<file path="config.mk">
export PLATFORM = sky130hd
export DESIGN_NAME = wb_port_arbiter_flat
export DESIGN_NICKNAME = d
export VERILOG_FILES = /design/src/rtl/wb_port_arbiter_pkg.sv /design/src/rtl/wb_port_arbiter_if.sv /design/src/rtl/wb_result_fifo.sv /design/src/rtl/wb_port_arbiter.sv /design/src/flat_wrapper.sv
export SDC_FILE = /design/constraint.sdc
export NUM_CORES = 1
export LEC_CHECK = 0
export ABC_AREA = 1
export CAP_MARGIN = 20
export CORE_MARGIN = 2
export CORE_UTILIZATION = 45
export CTS_CLUSTER_SIZE = 8
export DETAILED_ROUTE_END_ITERATION = 12
export GPL_ROUTABILITY_DRIVEN = 0
export PLACE_DENSITY = 0.68
export SYNTH_ARGS = -nofsm -noshare
export SYNTH_HDL_FRONTEND = slang
export SYNTH_HIERARCHICAL = 1
export SYNTH_SLANG_ARGS = --single-unit
</file>
<file path="constraint.sdc">
create_clock -name clk -period 4 [get_ports clk]
set_input_delay 0.4 -clock clk [delete_from_list [all_inputs] [get_ports clk]]
set_output_delay 0.4 -clock clk [all_outputs]
set_load 0.02 [all_outputs]
</file>
<file path="src/rtl/wb_port_arbiter_pkg.sv">
// Shared constants and types for the writeback port arbiter slice.
// Latency: n/a (declarations only).
// Backpressure: n/a.
//
// Contents: register address / data widths, the grant encoding, and the
// record type stored in the mul/div result buffer.
package wb_port_arbiter_pkg;

    localparam int REG_ADDR_W = 5;
    localparam int XLEN       = 32;
    localparam int NUM_REGS   = 2 ** REG_ADDR_W;

    typedef enum logic {
        GNT_PIPE = 1'b0,
        GNT_MD   = 1'b1
    } gnt_e;

    // One buffered mul/div result: destination register and value.
    typedef struct packed {
        logic [REG_ADDR_W-1:0] rd;
        logic [XLEN-1:0]       data;
    } md_res_t;

endpackage

</file>
<file path="src/rtl/wb_port_arbiter_if.sv">
// Bundle of every handshake and bus signal around the writeback arbiter.
// Latency: n/a (wiring only).
// Backpressure: readies are driven by the arbiter (slave modport).
//
// Groups: pipeline writeback (valid/rd/data/ready), mul/div issue
// (valid/rd/ready), mul/div result (valid/rd/data/ready), decode operands
// with stall_hazard, register file write port, and the busy_mask scoreboard.
interface wb_port_arbiter_if;
    import wb_port_arbiter_pkg::*;

    logic                  pipe_wr_valid;
    logic [REG_ADDR_W-1:0] pipe_wr_rd;
    logic [XLEN-1:0]       pipe_wr_data;
    logic                  pipe_wr_ready;

    logic                  md_issue_valid;
    logic [REG_ADDR_W-1:0] md_issue_rd;
    logic                  md_issue_ready;

    logic                  md_res_valid;
    logic [REG_ADDR_W-1:0] md_res_rd;
    logic [XLEN-1:0]       md_res_data;
    logic                  md_res_ready;

    logic [REG_ADDR_W-1:0] dec_rs1;
    logic [REG_ADDR_W-1:0] dec_rs2;
    logic [REG_ADDR_W-1:0] dec_rd;
    logic                  stall_hazard;

    logic                  rf_we;
    logic [REG_ADDR_W-1:0] rf_waddr;
    logic [XLEN-1:0]       rf_wdata;
    logic [NUM_REGS-1:0]   busy_mask;

    // Arbiter side.
    modport slave (
        input  pipe_wr_valid, pipe_wr_rd, pipe_wr_data,
        output pipe_wr_ready,
        input  md_issue_valid, md_issue_rd,
        output md_issue_ready,
        input  md_res_valid, md_res_rd, md_res_data,
        output md_res_ready,
        input  dec_rs1, dec_rs2, dec_rd,
        output stall_hazard,
        output rf_we, rf_waddr, rf_wdata, busy_mask
    );

    // Core / environment side.
    modport master (
        output pipe_wr_valid, pipe_wr_rd, pipe_wr_data,
        input  pipe_wr_ready,
        output md_issue_valid, md_issue_rd,
        input  md_issue_ready,
        output md_res_valid, md_res_rd, md_res_data,
        input  md_res_ready,
        output dec_rs1, dec_rs2, dec_rd,
        input  stall_hazard,
        input  rf_we, rf_waddr, rf_wdata, busy_mask
    );

endinterface

</file>
<file path="src/rtl/wb_result_fifo.sv">
// In-order buffer for mul/div results awaiting a register file write slot.
// Latency: an entry pushed at edge N is visible at the head in cycle N+1.
// Backpressure: a push while full is dropped unless a pop happens the same cycle.
//
// Ports: clk, rst (sync, active-high); push/push_dat in; pop in with
// pop_dat = current head; full/empty status.
module wb_result_fifo
    import wb_port_arbiter_pkg::*;
#(
    parameter int DEPTH = 2
) (
    input  logic    clk,
    input  logic    rst,
    input  logic    push,
    input  md_res_t push_dat,
    input  logic    pop,
    output md_res_t pop_dat,
    output logic    full,
    output logic    empty
);

    localparam int PTR_W = (DEPTH > 1) ? $clog2(DEPTH) : 1;
    localparam int CNT_W = $clog2(DEPTH + 1);
    localparam logic [PTR_W-1:0] LAST_PTR = PTR_W'(DEPTH - 1);
    localparam logic [CNT_W-1:0] FULL_CNT = CNT_W'(DEPTH);

    md_res_t          mem [DEPTH];
    logic [PTR_W-1:0] wr_ptr;
    logic [PTR_W-1:0] rd_ptr;
    logic [CNT_W-1:0] count;
    logic             do_push;
    logic             do_pop;

    // Pointers wrap explicitly so DEPTH need not be a power of two.
    function automatic logic [PTR_W-1:0] bump(input logic [PTR_W-1:0] p);
        return (p == LAST_PTR) ? '0 : p + 1'b1;
    endfunction

    assign full    = (count == FULL_CNT);
    assign empty   = (count == '0);
    assign do_pop  = pop && !empty;
    // A pop in the same cycle frees the slot the push lands in.
    assign do_push = push && (!full || do_pop);
    assign pop_dat = mem[rd_ptr];

    always_ff @(posedge clk) begin
        if (rst) begin
            wr_ptr <= '0;
            rd_ptr <= '0;
            count  <= '0;
        end else begin
            if (do_push) wr_ptr <= bump(wr_ptr);
            if (do_pop)  rd_ptr <= bump(rd_ptr);
            case ({do_push, do_pop})
                2'b10:   count <= count + 1'b1;
                2'b01:   count <= count - 1'b1;
                default: count <= count;
            endcase
        end
    end

    // Storage needs no reset: contents are only observed through count.
    always_ff @(posedge clk) begin
        if (do_push) mem[wr_ptr] <= push_dat;
    end

endmodule

</file>
<file path="src/rtl/wb_port_arbiter.sv">
// Arbitrates the single register file write port between the pipeline and mul/div results, with an rd scoreboard.
// Latency: a grant in cycle N drives rf_we/rf_waddr/rf_wdata in cycle N+1.
// Backpressure: pipe_wr_ready low on MD grants; md_res_ready low when the result FIFO is full; md_issue_ready low while rd is busy.
//
// Ports: clk, rst (sync, active-high); bus (wb_port_arbiter_if.slave) carrying
// the pipe writeback, md issue and md result handshakes, decode operands and
// stall_hazard, the register file write port and busy_mask.
module wb_port_arbiter
    import wb_port_arbiter_pkg::*;
#(
    parameter int STARVE_MAX = 4,
    parameter int FIFO_DEPTH = 2
) (
    input  logic               clk,
    input  logic               rst,
    wb_port_arbiter_if.slave   bus
);

    localparam int CNT_W = $clog2(STARVE_MAX + 1);
    localparam logic [CNT_W-1:0] CNT_MAX = CNT_W'(STARVE_MAX);

    md_res_t               fifo_in;
    md_res_t               fifo_head;
    logic                  fifo_full;
    logic                  fifo_empty;
    logic                  md_push;
    logic                  md_pop;

    gnt_e                  gnt;
    logic                  pipe_fire;
    logic                  issue_fire;
    logic [CNT_W-1:0]      starve_cnt;
    logic [NUM_REGS-1:0]   busy_q;
    logic [NUM_REGS-1:0]   busy_nxt;

    logic                  wr_sel;
    logic                  wr_en;
    logic [REG_ADDR_W-1:0] wr_addr;
    logic [XLEN-1:0]       wr_data;

    // ---------------- result buffer ----------------
    assign fifo_in.rd    = bus.md_res_rd;
    assign fifo_in.data  = bus.md_res_data;
    assign md_push       = bus.md_res_valid && !fifo_full;
    assign bus.md_res_ready = !fifo_full;

    wb_result_fifo #(
        .DEPTH (FIFO_DEPTH)
    ) u_fifo (
        .clk      (clk),
        .rst      (rst),
        .push     (md_push),
        .push_dat (fifo_in),
        .pop      (md_pop),
        .pop_dat  (fifo_head),
        .full     (fifo_full),
        .empty    (fifo_empty)
    );

    // ---------------- arbitration ----------------
    // MD wins when the pipe is idle, or once the pipe has had STARVE_MAX
    // consecutive grants while a result waited.
    assign gnt = (!fifo_empty && (!bus.pipe_wr_valid || starve_cnt == CNT_MAX))
                 ? GNT_MD : GNT_PIPE;

    assign md_pop            = (gnt == GNT_MD);
    assign bus.pipe_wr_ready = (gnt == GNT_PIPE);
    assign pipe_fire         = bus.pipe_wr_valid && bus.pipe_wr_ready;

    always_ff @(posedge clk) begin
        if (rst) begin
            starve_cnt <= '0;
        end else if (fifo_empty || md_pop) begin
            starve_cnt <= '0;
        end else if (pipe_fire && starve_cnt < CNT_MAX) begin
            starve_cnt <= starve_cnt + 1'b1;
        end
    end

    // ---------------- write port ----------------
    always_comb begin
        wr_sel  = 1'b0;
        wr_addr = '0;
        wr_data = '0;
        if (md_pop) begin
            wr_sel  = 1'b1;
            wr_addr = fifo_head.rd;
            wr_data = fifo_head.data;
        end else if (pipe_fire) begin
            wr_sel  = 1'b1;
            wr_addr = bus.pipe_wr_rd;
            wr_data = bus.pipe_wr_data;
        end
    end

    // x0 writes still consume the grant but never reach the register file.
    assign wr_en = wr_sel && (wr_addr != '0);

    always_ff @(posedge clk) begin
        if (rst) begin
            bus.rf_we    <= 1'b0;
            bus.rf_waddr <= '0;
            bus.rf_wdata <= '0;
        end else begin
            bus.rf_we <= wr_en;
            if (wr_en) begin
                bus.rf_waddr <= wr_addr;
                bus.rf_wdata <= wr_data;
            end
        end
    end

    // ---------------- scoreboard ----------------
    assign bus.md_issue_ready = !busy_q[bus.md_issue_rd];
    assign issue_fire         = bus.md_issue_valid && bus.md_issue_ready;

    // Clear first, then set: a set and a clear of different bits both land.
    // The same bit cannot be both, since an issue to a busy rd is refused.
    always_comb begin
        busy_nxt = busy_q;
        if (md_pop) begin
            busy_nxt[fifo_head.rd] = 1'b0;
        end
        if (issue_fire && bus.md_issue_rd != '0) begin
            busy_nxt[bus.md_issue_rd] = 1'b1;
        end
        busy_nxt[0] = 1'b0;
    end

    always_ff @(posedge clk) begin
        if (rst) begin
            busy_q <= '0;
        end else begin
            busy_q <= busy_nxt;
        end
    end

    assign bus.busy_mask    = busy_q;
    assign bus.stall_hazard = busy_q[bus.dec_rs1] | busy_q[bus.dec_rs2] | busy_q[bus.dec_rd];

endmodule

</file>
<file path="src/flat_wrapper.sv">
// flat-port wrapper written by rule: the top's interface ports become plain ports
module wb_port_arbiter_flat import wb_port_arbiter_pkg::*;
#(
    parameter int STARVE_MAX = 4,
    parameter int FIFO_DEPTH = 2
)
  (clk, rst, bus_pipe_wr_valid, bus_pipe_wr_rd, bus_pipe_wr_data, bus_pipe_wr_ready, bus_md_issue_valid, bus_md_issue_rd, bus_md_issue_ready, bus_md_res_valid, bus_md_res_rd, bus_md_res_data, bus_md_res_ready, bus_dec_rs1, bus_dec_rs2, bus_dec_rd, bus_stall_hazard, bus_rf_we, bus_rf_waddr, bus_rf_wdata, bus_busy_mask);
  wb_port_arbiter_if bus_i ();
  input  logic clk;
  input  logic rst;
  input wire logic [$bits(bus_i.pipe_wr_valid)-1:0] bus_pipe_wr_valid;
  input wire logic [$bits(bus_i.pipe_wr_rd)-1:0] bus_pipe_wr_rd;
  input wire logic [$bits(bus_i.pipe_wr_data)-1:0] bus_pipe_wr_data;
  output wire logic [$bits(bus_i.pipe_wr_ready)-1:0] bus_pipe_wr_ready;
  input wire logic [$bits(bus_i.md_issue_valid)-1:0] bus_md_issue_valid;
  input wire logic [$bits(bus_i.md_issue_rd)-1:0] bus_md_issue_rd;
  output wire logic [$bits(bus_i.md_issue_ready)-1:0] bus_md_issue_ready;
  input wire logic [$bits(bus_i.md_res_valid)-1:0] bus_md_res_valid;
  input wire logic [$bits(bus_i.md_res_rd)-1:0] bus_md_res_rd;
  input wire logic [$bits(bus_i.md_res_data)-1:0] bus_md_res_data;
  output wire logic [$bits(bus_i.md_res_ready)-1:0] bus_md_res_ready;
  input wire logic [$bits(bus_i.dec_rs1)-1:0] bus_dec_rs1;
  input wire logic [$bits(bus_i.dec_rs2)-1:0] bus_dec_rs2;
  input wire logic [$bits(bus_i.dec_rd)-1:0] bus_dec_rd;
  output wire logic [$bits(bus_i.stall_hazard)-1:0] bus_stall_hazard;
  output wire logic [$bits(bus_i.rf_we)-1:0] bus_rf_we;
  output wire logic [$bits(bus_i.rf_waddr)-1:0] bus_rf_waddr;
  output wire logic [$bits(bus_i.rf_wdata)-1:0] bus_rf_wdata;
  output wire logic [$bits(bus_i.busy_mask)-1:0] bus_busy_mask;
  assign bus_i.pipe_wr_valid = bus_pipe_wr_valid;
  assign bus_i.pipe_wr_rd = bus_pipe_wr_rd;
  assign bus_i.pipe_wr_data = bus_pipe_wr_data;
  assign bus_pipe_wr_ready = bus_i.pipe_wr_ready;
  assign bus_i.md_issue_valid = bus_md_issue_valid;
  assign bus_i.md_issue_rd = bus_md_issue_rd;
  assign bus_md_issue_ready = bus_i.md_issue_ready;
  assign bus_i.md_res_valid = bus_md_res_valid;
  assign bus_i.md_res_rd = bus_md_res_rd;
  assign bus_i.md_res_data = bus_md_res_data;
  assign bus_md_res_ready = bus_i.md_res_ready;
  assign bus_i.dec_rs1 = bus_dec_rs1;
  assign bus_i.dec_rs2 = bus_dec_rs2;
  assign bus_i.dec_rd = bus_dec_rd;
  assign bus_stall_hazard = bus_i.stall_hazard;
  assign bus_rf_we = bus_i.rf_we;
  assign bus_rf_waddr = bus_i.rf_waddr;
  assign bus_rf_wdata = bus_i.rf_wdata;
  assign bus_busy_mask = bus_i.busy_mask;
  wb_port_arbiter #(.STARVE_MAX(STARVE_MAX), .FIFO_DEPTH(FIFO_DEPTH)) u_core (.clk(clk), .rst(rst), .bus(bus_i));
endmodule
</file>
=== After elaboration in Yosys (flattened, before gate mapping) ===
Memory sizes are Yosys's and may differ from the RTL's. A register that Yosys moved wholly into a read port is not among the register bits.
Cells that the tools add are included.

* Register bits after elaboration: 77
* Bits in latches: 0
* Bits in writable memories: 74
* Memory bits (read-only): 0
* Output and inout port bits: 74
* Memories kept: 1

* Add/sub/neg operators: 5
* Multipliers: 0
* Div/mod/pow operators: 0
* Magnitude comparators: 8
* Equal/unequal tests: 4
* Shift operators: 0
* Muxes and demuxes: 28
* Bitwise gates (word level): 6
* Reductions and logical operators: 23

{| class="wikitable"
|+ Memories
! memory !! depth !! width !! rd ports !! clocked after Yosys merged registers in !! write ports !! RTL line !! source
|-
| u_core.u_fifo.mem || 2 || 37 || 1 || 1 || 1 || wb_result_fifo.sv:27 || <nowiki>md_res_t mem [DEPTH];</nowiki>
|}

{| class="wikitable"
|+ Operators by type and width
! operator !! number
|-
| 32-bit two-way mux || 4
|-
| 32-bit bitwise AND || 1
|-
| 32-bit NOT || 1
|-
| 32-bit bitwise OR || 1
|-
| 5-bit by 6-bit < comparator with 1-bit output, second input constant || 5
|-
| 1-bit binary-select mux with 5-bit select || 4
|-
| 1-bit two-way mux || 15
|-
| 1-bit logical AND || 11
|-
| 1-bit demux with 5-bit select || 2
|-
| 5-bit by 1-bit >= comparator with 1-bit output, second input constant || 2
|-
| 5-bit two-way mux || 2
|-
| 5-bit nonzero test || 2
|-
| 2-bit == test, second input constant || 2
|-
| 1-bit logical NOT || 4
|-
| 2-bit case mux with 2 select lines || 1
|-
| 3-bit by 1-bit adder with 3-bit output, second input constant || 1
|-
| 3-bit == test, second input constant || 1
|-
| 1-bit logical OR || 3
|-
| 3-bit < comparator, second input constant || 1
|-
| 1-bit adder, second input constant || 2
|-
| 2-bit by 1-bit adder with 2-bit output, second input constant || 1
|-
| 2-bit by 1-bit == test with 1-bit output, second input constant || 1
|-
| 2-bit logical NOT || 1
|-
| 1-bit bitwise OR || 2
|-
| other kinds (4) || 4
|}

=== Depth between registers and ports, before layout ===
Gate-level depths: netlist (run 1).

* Word-level depth: 10
* Mapped depth: 14
* Gate-level depth less buffers: 13

=== Cells and area by module ===
The synthesis (run 1) kept the hierarchy.

{| class="wikitable"
|+ By module, submodules not included
! module !! times used !! cells an instance !! area each (µm²)
|-
| wb_port_arbiter || 1 || 789 || 4837.1
|-
| wb_result_fifo || 1 || 154 || 2966.6
|}

=== Worst setup path after synthesis (run 1) ===
No wires, ideal clock.

* Path type: register to register
* From: register u_core.u_fifo.count[1]
* To: memory u_core/u_fifo/mem[0][0] (netlist name), enable pin
* Data arrival time: 3147 ps
* Data required time: 3569 ps
* Slack: 422 ps
* Stages on the path, launching flop included: 11
* Buffers on the path: 2
* Clock period less this slack: 3578 ps
* Path through: dfxtp_1 > inv_1 > nand2_2 > inv_1 > nor2_2 > buf_6 > clkbuf_1 > inv_1 > nand2_2 > nand2_2 > nor2_1

* Longest elaborated chain between the ends: 9

{| class="wikitable"
|+ Ends and longest elaborated chain
! what !! RTL line !! source
|-
| start: declaration || wb_result_fifo.sv:30 || <nowiki>logic [CNT_W-1:0] count;</nowiki>
|-
| start signal: assignment || wb_result_fifo.sv:55 || <nowiki>2'b10: count <= count + 1'b1;</nowiki>
|-
| start signal: assignment || wb_result_fifo.sv:56 || <nowiki>2'b01: count <= count - 1'b1;</nowiki>
|-
| start signal: assignment || wb_result_fifo.sv:57 || <nowiki>default: count <= count;</nowiki>
|-
| 2-bit logical NOT || wb_result_fifo.sv:40 || <nowiki>assign empty = (count == '0);</nowiki>
|-
| named net u_core.fifo_empty || wb_port_arbiter.sv:25 || <nowiki>logic fifo_empty;</nowiki>
|-
| 1-bit logical NOT || wb_port_arbiter.sv:63 || <nowiki>assign gnt = (!fifo_empty && (!bus.pipe_wr_valid || starve_cnt == CNT_MAX))</nowiki>
|-
| 1-bit logical AND || wb_port_arbiter.sv:63 ||
|-
| 1-bit two-way mux || wb_port_arbiter.sv:64 || <nowiki>? GNT_MD : GNT_PIPE;</nowiki>
|-
| named net u_core.gnt || wb_port_arbiter.sv:29 || <nowiki>gnt_e gnt;</nowiki>
|-
| 1-bit logical AND || wb_result_fifo.sv:41 || <nowiki>assign do_pop = pop && !empty;</nowiki>
|-
| 1-bit logical OR || wb_result_fifo.sv:43 || <nowiki>assign do_push = push && (!full || do_pop);</nowiki>
|-
| 1-bit logical AND || wb_result_fifo.sv:43 ||
|-
| 1-bit two-way mux || wb_result_fifo.sv:64 || <nowiki>if (do_push) mem[wr_ptr] <= push_dat;</nowiki>
|-
| 1-bit two-way mux (implied by the code) || wb_result_fifo.sv:64 ||
|-
| end: declaration || wb_result_fifo.sv:27 ||
|}

The timed path passes the listed nets, and every way through them passes these cells.

=== Final worst setup path (run 1) ===
* From: input port bus_dec_rd[0]
* To: output port bus_stall_hazard

* Longest elaborated chain between the ends: 3

{| class="wikitable"
|+ Ends and longest elaborated chain
! what !! RTL line !! source
|-
| start: declaration || flat_wrapper.sv:24 || <nowiki>input wire logic [$bits(bus_i.dec_rd)-1:0] bus_dec_rd;</nowiki>
|-
| 1-bit binary-select mux with 5-bit select || wb_port_arbiter.sv:139 || <nowiki>assign bus.stall_hazard = busy_q[bus.dec_rs1] | busy_q[bus.dec_rs2] | busy_q[bus.dec_rd];</nowiki>
|-
| 1-bit two-way mux (implied by the code) || wb_port_arbiter.sv:139 ||
|-
| 1-bit bitwise OR || wb_port_arbiter.sv:139 ||
|-
| end: declaration || flat_wrapper.sv:25 || <nowiki>output wire logic [$bits(bus_i.stall_hazard)-1:0] bus_stall_hazard;</nowiki>
|}

No other way between the ends. The select of a mux whose other input is x is not followed.

==> impl_results.md, run 1 <==
- Period minus WS final: 3.29 ns
- Area leader, netlist: edfxtp_1
- Tot GR Track Use: 0.249
- PortBufs: 171
- Die extent in y: about 140 um
- Routed Antenna Nets: 0
- Status: finished, final reports clean
- Starting Density: 0.456
- Pins Over Slew Limit: 0
- Critical Path AT: roughly 2.9 ns
- Hold_ws: 0.481 ns
- Post-synth EDFFs: between 70 and 80
- # clock sinks: approximately 150
- Class of the worst hold path: reg -> reg
- Hold path cells: 2
- Global-route wire length before repair: 35.3 mm
- Synth cell types: 39
- Achievable Freq: 304 MHz
- Inserted Clock Buffers: 17
- Worst stage delay on the critical path: around 0.74 ns
- Power Density: between 400 and 500 mW/mm^2
- Sequence of cells on the critical path: clkdlybuf4s50_1 > inv_1 > a21oi_1 > o21ai_0 > o21ai_0 > o21ai_0 > o21ai_0 > nand2_1 > nand3_1 > clkdlybuf4s50_1
- Hold_buf cts: 0
- CTS root buf: clkbuf_16
- Slew HR: 0.541
- Cts repair resizes: 0
- Cell count after synthesis: around 940
- DP HPWL: around 15 mm
- Detailed-route via count: around 7000
- Mapped cell area: between 0.007 and 0.008 sq mm
- CP Max Fanout: 18
- Fraction of layout cells with a size suffix above 1: 0.0996
- Vias in the first global route: between 6000 and 7000
- Reg2Reg Depth: 12
- Setup TNS Final: 0 ns
- Clock transition at the registers of the reported paths: around 0.060 ns
- FILL cells: ~1500
- DRT iter0 DRCs: roughly 700
- DRC: 0
- WL final: 22.7 mm
- Critical path class: in -> out
- Commonest cells in the netlist: nand2_1, nor2_1, inv_1
- Leak: between 3 and 4 nW
- DR pass1 iterations: 5
- Ys flop type: dfxtp_1
- Die Span X: about 140 um
- Syn_nets: 1044
- Nets: 1202
- Initial antenna violation count: 0
- Slew @ Worst Pin: around 0.68 ns
- Max Cap Viol: 0
- Post-DP Area: slightly below 0.01 sq mm
- CTS tree: yes
- H-tree levels: 4
- Most Frequent Cell on Critical Path: o21ai_0
- Post-route clock skew: ~0.0066 ns
- Yosys warnings: 6
- Clock latency on the worst-skew pair: approximately 0.42 ns
- DR WL/cell: between 15 and 20 um
- Ranking of synthesized cells by area: edfxtp_1, dfxtp_1, nand2_1
- Ys async rst share: 0
- Post-synthesis register bit count: between 150 and 200
- CP Capture Type: output port
- Most numerous cell in the Yosys netlist: nand2_1
- Num ports: 173
- Worst VDD drop: 0.000336 V
- Final setup fails: 0
- N_diodes: 0
- Worst Setup Start Kind: primary input
- Row count: 48
- Die Footprint: between 0.015 and 0.02 sq mm
- Fin crit share: 0.823
- Largest net degree at the start of global routing: 40
- Area Growth Syn to Fin: 30.8%
- CTS Buffer Depth: 2
- Vias per cell: about 5.4
- Required @ worst endpoint: 3.60 ns
- Final hold violations: 0
- RSZ-0062 raised after global routing: no
- Register area share after synthesis: 0.482
- GRT Residual Overflow: 0
- Total power: around 4.3 mW
- Post-CTS Setup Inserts: 0
- Post-Layout Inst Area: around 0.010 sq mm
- Core area: approximately 0.017 sq mm
- Syn avg cell area: roughly 8.3 sq um
- Slowest stage cell on the critical path: clkdlybuf4s50_1
- Synth top area share: 0.285
==> cells by family (layout without fill, tap and decap cells) <==
family,Yosys count,count (layout),share of synthesized area
flops,151,151,0.482
fa+ha+maj,2,2,0.00321
simple gates,413,413,0.225
other cells,1,1,0.000481
compound gates,197,197,0.154
buf+inv,142,313,0.0818
mux,37,37,0.0534
==> layer usage <==
| metal | wire length (um) | up-vias | track usage |
|---|---|---|---|
| met3 | 2310 | 35 | 0.0692 |
| met5 | 0 | - | 0 |
| met2 | 10400 | 365 | 0.387 |
| met1 | 9520 | 3299 | 0.332 |
| li1 | - | 3498 | - |
| met4 | 421 | 0 | 0.0932 |
==> power by group <==
part | internal (mW) | switching, mW | total (mW)
combinational | 0.389 | 0.532 | 0.921
sequential | 1.76 | 0.0571 | 1.81
clock | 0.928 | 0.614 | 1.54
==> per-stage QoR <==
stage                     cells  utilization  setup slack, ns
after floorplan             943            -            0.422
after global routing       1339        0.596            0.470
final                      1339        0.596            0.706
after global placement     1307        0.563            0.790
after CTS                  1339        0.596            0.741
after detailed placement   1307        0.563            0.743
==> state kept, by name, summed over array words and instances, names as in the netlist, named ones only <==
register / flops
u_core/bus.busy_mask: 31
u_core/u_fifo/count: 2
u_core/bus.rf_waddr: 5
u_core/bus.rf_we: 1
u_core/bus.rf_wdata: 32
u_core/u_fifo/rd_ptr: 1
u_core/starve_cnt: 3
u_core/u_fifo/wr_ptr: 1
u_core/u_fifo/mem: 74
==> final timing paths <==
kind / start / to / slack, ns
min: u_core/u_fifo/rd_ptr$_SDFFE_PP0P_ / flop / 0.48
max reg2reg: u_core/starve_cnt[0]$_SDFFE_PP0P_ / u_core/bus.rf_wdata[30]$_SDFFE_PP0P_ / 1.40
max: bus_dec_rd[0] / bus_stall_hazard / 0.71
min reg2reg: u_core/u_fifo/rd_ptr$_SDFFE_PP0P_ / flop / 0.48
==> layout by cell type (no fill, tap or decap), drive strengths merged <==
master,netlist,layout
a211oi,1,1
a21oi,60,60
a22o,32,32
a22oi,3,3
a31oi,3,3
buf,24,12
bufinv,0,2
clkbuf,20,19
clkdlybuf4s50,0,171
clkinv,1,9
clkinvlp,0,2
conb,1,1
dfxtp,77,77
edfxtp,74,74
ha,2,2
inv,97,98
mux2,37,37
nand2,163,163
nand3,92,92
nand4,1,1
nor2,147,147
nor3,9,9
o211ai,7,7
o21ai,84,84
o221ai,4,4
o22ai,3,3
or2,1,1
==> critical path: cells and delay by family <==
kind | cells | cell delay (ns)
buffers and inverters | 3 | 1.68
and+or+nand+nor | 2 | 0.17
AOI/OAI and AO/OA | 5 | 0.64
==> layout make-up <==
cell class              instances  area (sq um)  share of cell area
inverters                      98           370              0.0363
repair buffers                183          1800               0.176
well taps                     225           282              0.0276
flip-flops and latches        151          3760               0.369
clock inverters                13           129              0.0126
multi-input cells             650          3420               0.335
clock buffers                  19           443              0.0434
Power figures use the tool's default switching activity.
==> run 2, diff against run 1 <==
--- a/config.mk
+++ b/config.mk
@@ -12,7 +12,7 @@
 export CTS_CLUSTER_SIZE = 8
 export DETAILED_ROUTE_END_ITERATION = 12
 export GPL_ROUTABILITY_DRIVEN = 0
-export PLACE_DENSITY = 0.68
+export PLACE_DENSITY = 0.71
 export SYNTH_ARGS = -nofsm -noshare
 export SYNTH_HDL_FRONTEND = slang
 export SYNTH_HIERARCHICAL = 1
==> constraint.sdc (replaced) <==
create_clock -name clk -period 2.8 [get_ports clk]
set_input_delay 0.28 -clock clk [delete_from_list [all_inputs] [get_ports clk]]
set_output_delay 0.28 -clock clk [all_outputs]
set_load 0.02 [all_outputs]
==> run 2 against run 1 <==
Critical path type unchanged; highest routed layer is now met5; non-clock buffer count up 19; worst hold slack worse by 0.039 ns; critical endpoint is now bus_md_issue_ready; sequential power increased by 43%.
==> impl_results.md, run 2 (synthesis gave the netlist of run 1 again) <==
- Largest net degree at the start of global routing: 40
- Nets: 1221
- Vias per cell: about 5.4
- Worst VDD drop: around 0.00043 V
- Commonest cells after routing, fill and taps aside: clkdlybuf4s50_1, nand2_1, nor2_1
- Critical path class: in -> out
- Die Footprint: roughly 0.018 sq mm
- # clock sinks: approximately 150
- Reg2Reg Depth: 12
- Hold path cells: 1
- Num ports: between 150 and 200
- Most Frequent Cell on Critical Path: nand2_1
- Critical Path Start: bus_md_issue_rd[4]
- Reg2reg end: u_core/bus.rf_waddr[1]$_SDFFE_PP0P_
- WL final: roughly 23 mm
- Max Cap Viol: 0
- Post-route clock skew: ~0.01 ns
- GRT Residual Overflow: 0
- Worst stage delay on the critical path: between 0.5 and 0.6 ns
- Slowest stage cell on the critical path: clkdlybuf4s50_1
- Detailed-route via count: roughly 7400
- Slew @ Worst Pin: ~0.65 ns
- Max reg flops: 74
- Fin crit share: 0.942
- Pins Over Slew Limit: 0
- Clock transition at the registers of the reported paths: ~0.060 ns
- Inserted Clock Buffers: 17
- H-tree levels: 4
- PortBufs: 171
- Inst Count DP: between 1000 and 1500
- Leak: approximately 4.0 nW
- R2R Setup Slk: 0.41 ns
- Final hold violations: 0
- WHS Endpoint: u_core/u_fifo/mem[1][16]$_DFFE_PP_
- RSZ-0062 raised after global routing: no
- Initial antenna violation count: 1
- CTS Buffer Depth: 2
- Clock latency on the worst-skew pair: roughly 0.42 ns
- Global-route wire length before repair: about 36 mm
- Power Density: slightly below 600 mW/mm^2
- Final Instance Count excl. Fillers: 1358
- Vias in the first global route: 6711
- Core area: approximately 0.017 sq mm
- Commonest non-fill, non-tap cell in the layout: clkdlybuf4s50_1
- CP Max Fanout: 5
- Tot GR Track Use: 0.251
- Critical Path AT: about 2.4 ns
- Achievable Freq: about 380 MHz
- DP HPWL: 15.6 mm
- Required @ worst endpoint: ~2.5 ns
- FILL cells: between 1000 and 1500
- Final setup fails: 0
- Worst hold path startpoint: bus_md_res_data[16]
- CTS root buf: clkbuf_16
- DR WL/cell: ~17 um
- Worst Setup Start Kind: primary input
- DRC: 0
- DR pass1 iterations: 5
- R2R Path Start: u_core/starve_cnt[0]$_SDFFE_PP0P_
- DRT iter0 DRCs: around 800
- Top reg by flops: u_core/u_fifo/mem
- Die extent in y: roughly 140 um
- Die Span X: 136 um
- Area Growth Syn to Fin: 33.0%
- N_diodes: 0
- Routed Antenna Nets: 0
- Fraction of layout cells with a size suffix above 1: 0.114
- CP Capture Type: output port
- Class of the worst hold path: in -> reg
- Slew HR: 0.568
- Setup TNS Final: 0 ns
- Period minus WS final: about 2.6 ns
- CTS tree: yes
- Status: finished, final reports clean
- Post-DP Area: roughly 0.0098 sq mm
- Row count: between 40 and 50
- Post-Layout Inst Area: just over 0.01 sq mm
- Starting Density: 0.456
- Sequence of cells on the critical path: clkdlybuf4s50_1 > inv_1 > nor3_1 > nand2_1 > nand2_1 > nor2_1 > nand2_1 > inv_1 > clkdlybuf4s50_1
-- run 2: cell count changes in the layout (fill, tap and decap cells not counted), sizes merged --
cell / change
buf: +19
clkbuf: +3
clkdlybuf4s50: -1
clkinv: -3
clkinvlp: +2
dlymetal6s2s: +1
inv: -2
-- run 2: worst max path at each step --
stage | to
after detailed placement | u_core/bus.busy_mask[1]$_SDFF_PP0_
final | bus_md_issue_ready
after floorplan | u_core/u_fifo/mem[1][0]$_DFFE_PP_
after CTS | bus_stall_hazard
after global placement | u_core/bus.busy_mask[24]$_SDFF_PP0_
after global routing | bus_md_issue_ready
-- run 2: repair_timing --
action | in CTS | in global routing
buffers inserted | 0 | 2
hold buffers | 0 | 0
endpoints found under the setup margin | 0 | 1
endpoints found under the hold margin | 0 | 0
gates resized for setup | 0 | 3
-- run 2: area by class of cell --
type | count | area, sq um | share of cell area
Inverter | 98 | 374 | 0.0360
Clock inverter | 10 | 110 | 0.0106
Timing Repair Buffer | 202 | 1990 | 0.191
Clock buffer | 22 | 444 | 0.0428
Tap cell | 225 | 282 | 0.0271
Multi-Input combinational cell | 650 | 3420 | 0.329
Sequential cell | 151 | 3760 | 0.363
-- run 2: worst max-delay path, delay by kind of cell --
family	cells	cell delay, ns
buffers and inverters	4	1.29
AND/OR/NAND/NOR	5	0.79
-- run 2: per-stage QoR --
stage	util	setup slack, ns	total power, mW	hold slack, ns
after floorplan	-	0.207	3.44	0.342
after global placement	0.572	0.00688	3.97	0.464
after global routing	0.606	0.0323	6.39	0.423
final	0.606	0.163	6.11	0.442
after detailed placement	0.572	-0.0345	3.99	0.474
after CTS	0.605	0.191	6.14	0.427
-- run 2: routing by layer --
| layer | GRT usage | vias to the layer above | routed length [um] |
|---|---|---|---|
| met3 | 0.0688 | 39 | 2390 |
| met4 | 0.0764 | 2 | 384 |
| met1 | 0.326 | 3355 | 9310 |
| met2 | 0.408 | 421 | 11100 |
| li1 | - | 3541 | - |
| met5 | 0 | - | 12 |
-- run 2: power breakdown --
group	internal [mW]	switching, mW	total (mW)	leakage [nW]
combinational	0.596	0.770	1.37	2.45
clock	1.30	0.850	2.15	0.262
sequential	2.51	0.0832	2.59	1.32
==> run 3, diff against run 2 <==
--- a/config.mk
+++ b/config.mk
@@ -5,14 +5,14 @@
 export SDC_FILE = /design/constraint.sdc
 export NUM_CORES = 1
 export LEC_CHECK = 0
-export ABC_AREA = 1
 export CAP_MARGIN = 20
 export CORE_MARGIN = 2
 export CORE_UTILIZATION = 45
+export CTS_BUF_LIST = sky130_fd_sc_hd__clkbuf_4
 export CTS_CLUSTER_SIZE = 8
 export DETAILED_ROUTE_END_ITERATION = 12
 export GPL_ROUTABILITY_DRIVEN = 0
-export PLACE_DENSITY = 0.71
+export PLACE_DENSITY = 0.72
 export SYNTH_ARGS = -nofsm -noshare
 export SYNTH_HDL_FRONTEND = slang
 export SYNTH_HIERARCHICAL = 1
==> run 3 against run 2 <==
Routed wire length shrank 11%; maximum frequency is 2.7% lower; final cell count fell by 22%; synthesized cell count down 31%; combinational power decreased by 22%; sequential share of layout area is 2.7 points higher; sequential cell count unchanged; first-iteration DRC count down 53%; worst setup slack worse by 0.073 ns; critical endpoint is now bus_stall_hazard; largest power group unchanged.
==> impl_results.md, run 3 <==
- Max reg flops: 74
- Die Span X: 132 um
- Ys flop type: dfxtp_1
- WL final: around 21 mm
- Largest net degree at the start of global routing: 54
- Worst VDD drop: between 0.0003 and 0.0004 V
- Area leader, netlist: edfxtp_1
- Vias in the first global route: 6556
- Commonest cells after routing, fill and taps aside: clkdlybuf4s50_1, edfxtp_1, nand2_1
- Cell count after synthesis: 652
- Die extent in y: ~130 um
- Post-DP Area: just over 0.009 sq mm
- Syn_nets: between 700 and 800
- Slew @ Worst Pin: ~0.7 ns
- PortBufs: about 170
- Starting Density: 0.462
- Max Cap Viol: 0
- Worst Setup Start Kind: primary input
- Commonest non-fill, non-tap cell in the layout: clkdlybuf4s50_1
- Period minus WS final: roughly 2.7 ns
- Syn avg cell area: approximately 11 sq um
- Synth top area share: 0.303
- Ys async rst share: 0
- Post-Layout Inst Area: 0.00972 sq mm
- Achievable Freq: between 300 and 400 MHz
- Multiplexer area fraction after synthesis: 0.162
- DRC: 0
- Final hold violations: 0
- RSZ-0062 raised after global routing: no
- Post-synth EDFFs: between 70 and 80
- Hold_ws: 0.102 ns
- Slew HR: 0.519
- Pre-CTS setup slack: -0.241 ns
- Post-Synth XOR/XNOR Area: 0.00239
- CP Max Fanout: 8
- Row count: 46
- Synth cell types: 58
- Post-Synth Adder-Cell Area: 0.00341
- Mapped cell area: roughly 0.0073 sq mm
- Setup slack after layout: 0.0898 ns
- Post-synthesis register bit count: between 150 and 200
- Class of the worst hold path: in -> reg
- FILL cells: roughly 1300
- Yosys warnings: 6
- Nets: between 900 and 1000
- CP Capture Type: output port
- Area of the multi-input gates: 0.00329 sq mm
- Pins Over Slew Limit: 0
- Area Growth Syn to Fin: 32.4%
- Total power: between 5 and 6 mW
- Ranking of synthesized cells by area: edfxtp_1, dfxtp_1, mux4_2
- Power Density: between 500 and 600 mW/mm^2
- Inserted Clock Buffers: 17
- Routed Antenna Nets: 0
- Num ports: approximately 170
- DR pass1 iterations: 5
- Register area share after synthesis: 0.513
- Global-route wire length before repair: about 33 mm
- Clock latency on the worst-skew pair: approximately 0.54 ns
- Tot GR Track Use: 0.240
- H-tree levels: 4
- CTS root buf: clkbuf_4
- Commonest cells in the netlist: dfxtp_1, edfxtp_1, nand2_1
- Reg2Reg Depth: 7
- Clock transition at the registers of the reported paths: roughly 0.15 ns
- Most numerous cell in the Yosys netlist: dfxtp_1
- DP HPWL: around 15 mm
- Sequential cell area: between 0.003 and 0.004 sq mm
- Simple-gate share of the synthesized area: 0.157
- Final setup fails: 0
- Setup TNS Final: 0 ns
- Hold path cells: 2
- DRT iter0 DRCs: approximately 380
- # clock sinks: between 150 and 200
- Critical Path AT: between 2 and 2.5 ns
- Top reg by flops: u_core/u_fifo/mem
- DR WL/cell: between 15 and 20 um
- Status: finished, final reports clean
- Die Footprint: around 0.017 sq mm
- Leak: between 3 and 4 nW
- Initial antenna violation count: 1
- Post-synthesis compound-gate area fraction: 0.121
- Vias per cell: just over 6
- Fin crit share: 0.968
- Required @ worst endpoint: approximately 2.5 ns
- GRT Residual Overflow: 0
- Largest family of logic cells by synthesized area: multiplexers
- Fraction of layout cells with a size suffix above 1: 0.194
- Core area: approximately 0.016 sq mm
- CTS Buffer Depth: 2
- Detailed-route via count: 6355
- Critical path class: in -> out
- Post-route clock skew: between 0.02 and 0.03 ns
- CTS tree: yes
run 3: path summary, 6_finish.rpt:
kind,from,to,slack [ns]
worst max-delay path,bus_dec_rs2[0],bus_stall_hazard,0.09
worst min-delay path,rst,flop,0.10
worst min register to register,u_core/bus.rf_waddr[1]$_SDFFE_PP0P_,u_core/bus.rf_waddr[1]$_SDFFE_PP0P_,0.50
worst max register to register,flop,u_core/bus.rf_wdata[5]$_SDFFE_PP0P_,0.32
run 3: layout make-up:
cell class,count,area share
timing repair buffer,201,0.204
inverter,15,0.00580
clock buffer,17,0.0131
antenna,1,0.000258
multi-input combinational,437,0.338
sequential,151,0.390
clock inverter,15,0.0211
tap,216,0.0278
run 3: power by group:
group / internal, mW / switching, mW
clock: 0.657 / 0.862
combinational: 0.491 / 0.577
sequential: 2.49 / 0.0791
total: 3.64 / 1.52
run 3: logic make-up after synthesis:
group,count (synthesis)
XOR/XNOR,2
adder cells (fa/ha/maj),2
flip-flops,151
other,1
buffers and inverters,64
AND/OR/NAND/NOR,224
AO/OA/AOI/OAI,131
multiplexers,77
run 3: layer usage:
metal | GRT usage | wire length (um) | share of wire
met1 | 0.287 | 8260 | 0.40
met5 | 0 | 0 | 0
met4 | 0.0948 | 490 | 0.024
met2 | 0.401 | 10100 | 0.49
met3 | 0.0787 | 1940 | 0.093
run 3: worst max-delay path: stages:
cell,delay [ns]
clkdlybuf4s50_1,0.47
buf_4,0.17
mux4_2,0.53
o211ai_1,0.19
o311ai_1,0.12
nor4_1,0.20
nand4_1,0.13
dlygate4sd2_1,0.33
run 3: timing repair:
action                                  CTS  global route
endpoints found under the setup margin    2             3
pin swaps                                 1             0
hold buffers                              0             0
setup buffers                             0             0
gates resized for setup                   8            17
run 3: per-stage QoR:
step / cells / utilization
after floorplan: 652 / -
after global placement: 1020 / 0.589
after detailed placement: 1020 / 0.589
after CTS: 1052 / 0.610
after global routing: 1053 / 0.612
final: 1053 / 0.612
